### src/rtl/led_pkg.sv
// Shared types and mode encodings for the multi-channel LED blink core.
package led_pkg;

    typedef enum logic [1:0] {
        LED_OFF   = 2'd0,
        LED_ON    = 2'd1,
        LED_BLINK = 2'd2,
        LED_BURST = 2'd3
    } led_mode_t;

    typedef enum logic [1:0] {
        S_OFF    = 2'd0,
        S_ON     = 2'd1,
        S_PH_ON  = 2'd2,
        S_PH_OFF = 2'd3
    } led_state_t;

    localparam logic [1:0] MODE_OFF   = 2'd0;
    localparam logic [1:0] MODE_ON    = 2'd1;
    localparam logic [1:0] MODE_BLINK = 2'd2;
    localparam logic [1:0] MODE_BURST = 2'd3;

endpackage

### src/rtl/led_multi_controller_channel.sv
// One LED channel: mode FSM, half-period counter and burst pulse counter.
module led_channel
    import led_pkg::*;
#(
    parameter int unsigned N       = 27,
    parameter int unsigned BURST_W = 4
) (
    input  logic               clk,
    input  logic               rst,
    input  logic               wr,
    input  logic [1:0]         mode,
    input  logic [N-1:0]       period,
    input  logic [BURST_W-1:0] burst,
    input  logic               sync,
    output logic               led_o,
    output logic               busy_o
);

    led_state_t         r_state;
    led_mode_t          r_mode;
    logic [N-1:0]       r_period;
    logic [N-1:0]       r_cnt;
    logic [BURST_W-1:0] r_left;
    logic               r_led;
    logic               r_busy;

    led_state_t         w_state_nx;
    led_mode_t          w_mode_nx;
    logic [N-1:0]       w_period_nx;
    logic [N-1:0]       w_cnt_nx;
    logic [BURST_W-1:0] w_left_nx;
    logic               w_led_nx;
    logic               w_busy_nx;
    logic               w_phase_end;

    always_ff @(posedge clk) begin
        if (rst) begin
            r_state  <= S_OFF;
            r_mode   <= LED_OFF;
            r_period <= '0;
            r_cnt    <= '0;
            r_left   <= '0;
            r_led    <= 1'b0;
            r_busy   <= 1'b0;
        end else begin
            r_state  <= w_state_nx;
            r_mode   <= w_mode_nx;
            r_period <= w_period_nx;
            r_cnt    <= w_cnt_nx;
            r_left   <= w_left_nx;
            r_led    <= w_led_nx;
            r_busy   <= w_busy_nx;
        end
    end

    // Priority: write, then sync (BLINK only), then phase timing.
    always_comb begin
        w_state_nx  = r_state;
        w_mode_nx   = r_mode;
        w_period_nx = r_period;
        w_cnt_nx    = r_cnt;
        w_left_nx   = r_left;
        w_phase_end = (r_cnt == r_period);

        if (wr) begin
            w_mode_nx   = led_mode_t'(mode);
            w_period_nx = period;
            w_cnt_nx    = '0;
            w_left_nx   = '0;
            case (mode)
                MODE_OFF:   w_state_nx = S_OFF;
                MODE_ON:    w_state_nx = S_ON;
                MODE_BLINK: w_state_nx = S_PH_ON;
                default: begin
                    if (burst != '0) begin
                        w_state_nx = S_PH_ON;
                        w_left_nx  = burst;
                    end else begin
                        w_state_nx = S_OFF;
                    end
                end
            endcase
        end else if (sync && (r_mode == LED_BLINK)) begin
            w_state_nx = S_PH_ON;
            w_cnt_nx   = '0;
        end else begin
            case (r_state)
                S_PH_ON: begin
                    if (w_phase_end) begin
                        w_cnt_nx = '0;
                        if (r_mode == LED_BURST) begin
                            w_left_nx  = r_left - BURST_W'(1);
                            w_state_nx = (r_left == BURST_W'(1)) ? S_OFF : S_PH_OFF;
                        end else begin
                            w_state_nx = S_PH_OFF;
                        end
                    end else begin
                        w_cnt_nx = r_cnt + N'(1);
                    end
                end
                S_PH_OFF: begin
                    if (w_phase_end) begin
                        w_cnt_nx   = '0;
                        w_state_nx = S_PH_ON;
                    end else begin
                        w_cnt_nx = r_cnt + N'(1);
                    end
                end
                default: ;
            endcase
        end

        w_led_nx  = (w_state_nx == S_ON) || (w_state_nx == S_PH_ON);
        w_busy_nx = (w_left_nx != '0);
    end

    assign led_o  = r_led;
    assign busy_o = r_busy;

endmodule

### src/rtl/led_multi_controller.sv
// Multi-channel LED blink core: decodes the config address and fans out to channels.
module led_multi_controller
    import led_pkg::*;
#(
    parameter int unsigned NUM_LEDS = 4,
    parameter int unsigned N        = 27,
    parameter int unsigned BURST_W  = 4,
    parameter int unsigned ADDR_W   = (NUM_LEDS > 1) ? $clog2(NUM_LEDS) : 1
) (
    input  logic                clk,
    input  logic                rst,
    input  logic                cfg_wr,
    input  logic [ADDR_W-1:0]   cfg_addr,
    input  logic [1:0]          cfg_mode,
    input  logic [N-1:0]        cfg_period,
    input  logic [BURST_W-1:0]  cfg_burst,
    input  logic                sync_all,
    output logic [NUM_LEDS-1:0] led,
    output logic [NUM_LEDS-1:0] busy
);

    logic [NUM_LEDS-1:0] w_wr;

    // Out-of-range addresses match no channel, so the write is dropped.
    for (genvar gi = 0; gi < NUM_LEDS; gi++) begin : g_ch
        assign w_wr[gi] = cfg_wr && (cfg_addr == ADDR_W'(gi));

        led_channel #(
            .N       (N),
            .BURST_W (BURST_W)
        ) u_ch (
            .clk    (clk),
            .rst    (rst),
            .wr     (w_wr[gi]),
            .mode   (cfg_mode),
            .period (cfg_period),
            .burst  (cfg_burst),
            .sync   (sync_all),
            .led_o  (led[gi]),
            .busy_o (busy[gi])
        );
    end

endmodule

### config.mk
export PLATFORM = sky130hd
export DESIGN_NAME = led_multi_controller
export DESIGN_NICKNAME = d
export VERILOG_FILES = /design/src/rtl/led_pkg.sv /design/src/rtl/led_multi_controller_channel.sv /design/src/rtl/led_multi_controller.sv
export SDC_FILE = /design/constraint.sdc
export NUM_CORES = 1
export LEC_CHECK = 0
export ABC_CLOCK_PERIOD_IN_PS = 2950
export BUFFER_PORTS_ARGS = -buffer_cell sky130_fd_sc_hd__buf_2
export CAP_MARGIN = 10
export CORE_ASPECT_RATIO = 1.75
export CORE_MARGIN = 4
export CORE_UTILIZATION = 40
export DETAILED_ROUTE_END_ITERATION = 8
export PLACE_DENSITY = 0.58
export SLEW_MARGIN = 20
export SYNTH_ARGS = -nofsm -noshare
export SYNTH_HDL_FRONTEND = slang
export SYNTH_HIERARCHICAL = 1
export SYNTH_SLANG_ARGS = --single-unit
### constraint.sdc
create_clock -name clk -period 2.95 [get_ports clk]
set_input_delay 0.295 -clock clk [delete_from_list [all_inputs] [get_ports clk]]
set_output_delay 0.295 -clock clk [all_outputs]
set_load 0.02 [all_outputs]
---- Yosys cells after proc, flatten, opt, wreduce, memory -nomap -nowiden ----
Cells that the tools add are included.
storage, ports and cells
  flip-flop bits (word level) ............. 256
  bits in latches ......................... 0
  RAM bits ................................ 0
  memory bits (read-only) ................. 0
  bits of input ports ..................... 39
  output and inout bits ................... 8
  logic and storage cells ................. 157
  memories ................................ 0
cells by class
  $add $sub $neg .......................... 8
  $mul .................................... 0
  div/mod/pow operators ................... 0
  magnitude comparators ................... 0
  eq/ne operators ......................... 37
  shift operators ......................... 0
  muxes and demuxes ....................... 56
  bitwise logic cells ..................... 0
  reduce and logical (&&, ||, !) cells .... 28
operators by type and width
  operator                                           count
  adder 27 x 1 -> 27 bit (second input constant)     4
  == test 27 bit                                     4
  two-way mux 27 bit                                 4
  two-way mux 4 bit                                  22
  two-way mux 2 bit                                  25
  == test 2 bit (second input constant)              23
  nonzero test 4 bit                                 5
  == test 4 x 1 -> 1 bit (second input constant)     4
  one-hot mux 2 bit (2 select lines)                 4
  subtractor 4 x 1 -> 4 bit (second input constant)  4
  OR reduction 3 bit                                 5
  == test 2 x 1 -> 1 bit (second input constant)     6
  logical AND 1 bit                                  8
  OR reduction 2 bit                                 4
  one-hot mux 2 bit (3 select lines)                 1
  zero test 2 bit                                    2
  logical OR 1 bit                                   4

---- Longest topological paths before layout ----
  depth after elaboration ................. 9
  depth in mapped cells ................... 8
  depth with buffers taken out ............ 6

---- Cells and area by module ----
Netlist, hierarchy kept.
modules (own cells, without submodules)
  module                instances  cells each  area each (um^2)  sequential area each (um^2)
  led_channel           4          319         3016.6            1281.2
  led_multi_controller  1          4           37.5              0.0

---- Worst setup path before layout ----
OpenSTA, ideal clock, no wires.
  kind .................................... register -> register
  start ................................... register g_ch[0].u_ch.r_cnt[20]
  end ..................................... register g_ch[0].u_ch.r_left[2]
  setup time .............................. 60 ps
  arrival time ............................ 1823 ps
  data required time ...................... 2890 ps
  setup slack ............................. 1066 ps
  cell stages (with the launch flop) ...... 7
  path buffers ............................ 0
  clock period less this slack ............ 1884 ps
  cell sequence ........................... dfxtp_1 -> xor2_1 -> nor4_1 -> nand4_2 -> nor4_1 -> mux2_2 -> nand2_1
between the ends
  longest elaborated chain between the ends .. 5
ends and longest elaborated chain
  item                    RTL line                            RTL
  from (decl)             led_multi_controller_channel.sv:22  logic [N-1:0] r_cnt;
  from (signal assigned)  led_multi_controller_channel.sv:49  r_cnt <= w_cnt_nx;
  == test 27 bit          led_multi_controller_channel.sv:63  w_phase_end = (r_cnt == r_period);
  two-way mux 4 bit       led_multi_controller_channel.sv:89  if (w_phase_end) begin
  two-way mux 4 bit       led_multi_controller_channel.sv:87  case (r_state)
  two-way mux 4 bit       led_multi_controller_channel.sv:83  end else if (sync && (r_mode == LED_BLINK)) begin
  two-way mux 4 bit       led_multi_controller_channel.sv:65  if (wr) begin
  to (signal assigned)    led_multi_controller_channel.sv:50  r_left <= w_left_nx;
  to (decl)               led_multi_controller_channel.sv:23  logic [BURST_W-1:0] r_left;
Every way passes these cells.
A chain may end at the register's enable or synchronous reset.

---- Worst setup path after layout ----
  start ................................... register g_ch[3].u_ch.r_cnt[20]
  end ..................................... register g_ch[3].u_ch.r_cnt[8]
between the ends
  longest elaborated chain between the ends .. 2
ends and longest elaborated chain
  item                    RTL line
  from (decl)             led_multi_controller_channel.sv:22
  from (signal assigned)  led_multi_controller_channel.sv:49
  == test 27 bit          led_multi_controller_channel.sv:63
  two-way mux 27 bit      led_multi_controller_channel.sv:89, led_multi_controller_channel.sv:102
Every way passes these cells.

==> flow_metrics.env <==
export IMPL_setup_viol=0
export IMPL_whs_path_depth=3
export IMPL_dp_hpwl_mm=21.8
export IMPL_netlist_instances=1280
export IMPL_rsz0062_at_grt="false"
export IMPL_ys_seq_elements=256
export IMPL_synth_top_family_by_area="simple AND/OR/NAND/NOR gates"
export IMPL_worst_path_max_delay_cell="nor4_1"
export IMPL_r2r_setup_slack_ps=490
export IMPL_intPower_w=0.00574
export IMPL_synth_xor_xnor_area_share_pct=16.2
export IMPL_path_class="reg -> reg"
export IMPL_synth_main_ff_cell="dfxtp_1"
export IMPL_cts_setup_buffers=0
export IMPL_yosys_area_top_type="dfxtp_1"
export IMPL_holdCritStartpoint="cfg_burst[0]"
export IMPL_utilization_pct=44.8
export IMPL_r2r_start="g_ch[3].u_ch/r_cnt[20]$_SDFFE_PP0N_"
export IMPL_path_delay_family="simple AND/OR/NAND/NOR gates"
export IMPL_clock_power_share_pct=44.5
export IMPL_report_final_slew_viol_count=0
export IMPL_worst_pin_slew_ps=815
export IMPL_vias=8851
export IMPL_num_antenna_cells=0
export IMPL_routed_wl_mm=29.7
export IMPL_worst_path_buf_inv=1
export IMPL_h_tree_depth=1
export IMPL_clk_pin_slew_ps=60
export IMPL_crit_path_start_kind="flip-flop"
export IMPL_remaining_drc_errors=0
export IMPL_ant_nets=0
export IMPL_wl_per_cell_um=17.2
export IMPL_gp_congestion=0.787
export IMPL_final_common_cell="dfxtp_1"
export IMPL_final_hold_violation_count=0
export IMPL_p_per_area_nw_per_um2=564
export IMPL_period_share_pct=83.3
export IMPL_endpoint_kind="flip-flop"
export IMPL_numPortBuffers=46
export IMPL_clk_path_buf_depth=3
export IMPL_layout_drive_gt1_share_pct=10.3
export IMPL_whs_ps=97.1
export IMPL_async_flop_share_pct=0
export IMPL_arrival_ps=2870
export IMPL_netlist_area_um2=12100
export IMPL_ir_drop_v=0.000360
export IMPL_syn_nets=1331
export IMPL_grt_pass1_vias=8822
export IMPL_die_area_um2=33200
export IMPL_crit_required_ps=3360
export IMPL_die_w_um=139
export IMPL_row_count=84
export IMPL_first_iter_violations=507
export IMPL_switching_power_w=0.00183
export IMPL_power_static_leakage_nw=5.44
export IMPL_first_pass_iters=5
export IMPL_outcome="finished, final reports clean"
export IMPL_hp_class="in -> reg"
export IMPL_area_growth_pct=10.9
export IMPL_nNetsFinal=1369
export IMPL_pin_count=47
export IMPL_die_h_um=238
export IMPL_yosysUniqueCellTypes=44
export IMPL_combPwrFrac_pct=7.9
export IMPL_vias_per_cell=5.14
export IMPL_grt_use_total_pct=17.6
export IMPL_r2r_end="g_ch[3].u_ch/r_cnt[8]$_SDFFE_PP0N_"
export IMPL_clock_fmax_mhz=407
export IMPL_hold_buffers=0
export IMPL_skew_ps=7.54
export IMPL_max_slew_margin_rel_pct=45.2
export IMPL_syn_area_per_cell_um2=9.46
export IMPL_grt_ovfl_total=0
export IMPL_cts_resized_gates=0
export IMPL_grt_max_degree=62
export IMPL_switching_share_pct=24.2
export IMPL_cts_tree="yes"
export IMPL_grt_pass1_wl_mm=47.4
export IMPL_synth_edf_count=0
export IMPL_cp_slowest_stage_delay_ps=590
export IMPL_seq_area_frac_synth_pct=42.3
export IMPL_dp_cells=1677
export IMPL_cts_num_sinks=256
export IMPL_hold_path_end="g_ch[2].u_ch/r_left[0]$_SDFF_PP0_"
export IMPL_fillers=2953
export IMPL_finalNonFillerCells=1722
export IMPL_mostFrequentLayoutCells="dfxtp_1, nor2_1, xor2_1, mux2i_1, nand2_1"
export IMPL_antenna_found_initial=0
export IMPL_core_area_um2=30000
export IMPL_synth_compound_area_share_pct=3.76
export IMPL_min_period_ps=2460
export IMPL_seqPwrFrac_pct=47.6
export IMPL_crit_path_cell_trace="xor2_1, nor4_1, nand4_2, nor4_2, or2_1, buf_4, nor2_1"
export IMPL_cts_buffers=26
export IMPL_clockRootBuffer="clkbuf_16"
export IMPL_synth_warning_count=6
export IMPL_initial_core_util_pct=40.4
export IMPL_synth_top_area_share_pct=42.3
export IMPL_max_cap_violations=0
export IMPL_yosys_area_share_simple_pct=21.1
export IMPL_worst_path_stages=7
export IMPL_critPathMaxFanout=27
export IMPL_rr_worst_depth=7
export IMPL_stdcell_area_um2=13400
export IMPL_synth_fa_ha_area_share_pct=1.24
export IMPL_synthMuxAreaShare_pct=11.3
export IMPL_placed_cell_area_um2=12600
export IMPL_worstSkewPairLatency_ps=530
export IMPL_netlist_top_cells_area="dfxtp_1, xor2_1, mux2i_1"
export IMPL_tns_ps=0
per-layer routing:
| layer | GRT usage [%] | up-vias | share of wire [%] |
|---|---|---|---|
| li1 | - | 4446 | - |
| met3 | 1.97 | 41 | 2.8 |
| met5 | 0 | - | 0 |
| met2 | 32.7 | 144 | 52 |
| met4 | 5.43 | 0 | 2.5 |
| met1 | 21.0 | 4220 | 43 |
power groups by stage:
stage | combinational, W | clock (W) | sequential (W)
6_report | 0.000599 | 0.00337 | 0.00360
5_1_grt | 0.000654 | 0.00359 | 0.00361
4_1_cts | 0.000606 | 0.00346 | 0.00360
3_5_place_dp | 0.000603 | 0 | 0.00368
3_3_place_gp | 0.000597 | 0 | 0.00368
2_1_floorplan | 0.000436 | 0 | 0.00366
logic make-up (layout without fill, tap and decap cells):
logic type      after synthesis  in the layout
compound gates               60             60
mux                         136            136
simple gates                512            512
buf+inv                      80            135
xor+xnor                    224            224
fa+ha+maj                    12             12
flops                       256            256
how the worst max path moves through the flow:
stage                                                     end                           startpoint
after floorplan             g_ch[0].u_ch/r_left[2]$_SDFF_PP0_  g_ch[0].u_ch/r_cnt[20]$_SDFFE_PP0N_
after global placement    g_ch[3].u_ch/r_cnt[26]$_SDFFE_PP0N_  g_ch[3].u_ch/r_cnt[20]$_SDFFE_PP0N_
after detailed placement  g_ch[3].u_ch/r_cnt[18]$_SDFFE_PP0N_  g_ch[3].u_ch/r_cnt[20]$_SDFFE_PP0N_
after CTS                  g_ch[3].u_ch/r_cnt[8]$_SDFFE_PP0N_  g_ch[3].u_ch/r_cnt[20]$_SDFFE_PP0N_
after global routing       g_ch[3].u_ch/r_cnt[8]$_SDFFE_PP0N_  g_ch[3].u_ch/r_cnt[20]$_SDFFE_PP0N_
final                      g_ch[3].u_ch/r_cnt[8]$_SDFFE_PP0N_  g_ch[3].u_ch/r_cnt[20]$_SDFFE_PP0N_
synthesized netlist by cell type (8+ instances only):
cell / number
inv_1: 32
dfxtp_1: 256
clkbuf_1: 16
and4_1: 12
and3_1: 20
a32oi_1: 8
clkbuf_8: 8
nand4_1: 28
nor4_2: 8
or3_1: 12
mux2_2: 8
xor2_1: 172
nand3_1: 44
nor3_1: 16
a21boi_0: 12
nor2_1: 236
ha_1: 12
xnor2_1: 52
nor4_1: 28
buf_2: 8
mux2i_1: 128
a21oi_1: 8
buf_6: 12
nand2_1: 72
area by class of cell:
| cell class | instances | area (um^2) | share of cell area (%) |
|---|---|---|---|
| flip-flops and latches | 256 | 5120 | 38.2 |
| clock buffers | 38 | 777 | 5.79 |
| inverters | 32 | 120 | 0.895 |
| clock inverters | 7 | 87.6 | 0.652 |
| multi-input cells | 944 | 6510 | 48.5 |
| repair buffers | 58 | 323 | 2.40 |
| well taps | 387 | 484 | 3.61 |
sequential cells by signal, summed over array words and instances, names as in the netlist:
register,flops
g_ch.u_ch/busy_o,4
g_ch.u_ch/led_o,4
g_ch.u_ch/r_cnt,108
g_ch.u_ch/r_left,16
g_ch.u_ch/r_mode,8
g_ch.u_ch/r_period,108
g_ch.u_ch/r_state,8
tightest hold or removal path: cells and delay by family:
kind / cells / cell delay, ps
and+or+nand+nor: 1 / 70
buffers and inverters: 1 / 170
AOI/OAI and AO/OA: 1 / 50
stage by stage:
| stage | worst slack, ps | total power (W) |
|---|---|---|
| 6_report | 493 | 0.00757 |
| 5_1_grt | 356 | 0.00786 |
| 4_1_cts | 514 | 0.00767 |
| 3_5_place_dp | 548 | 0.00428 |
| 3_3_place_gp | 516 | 0.00427 |
| 2_1_floorplan | 1070 | 0.00410 |
Power figures use the tool's default switching activity.
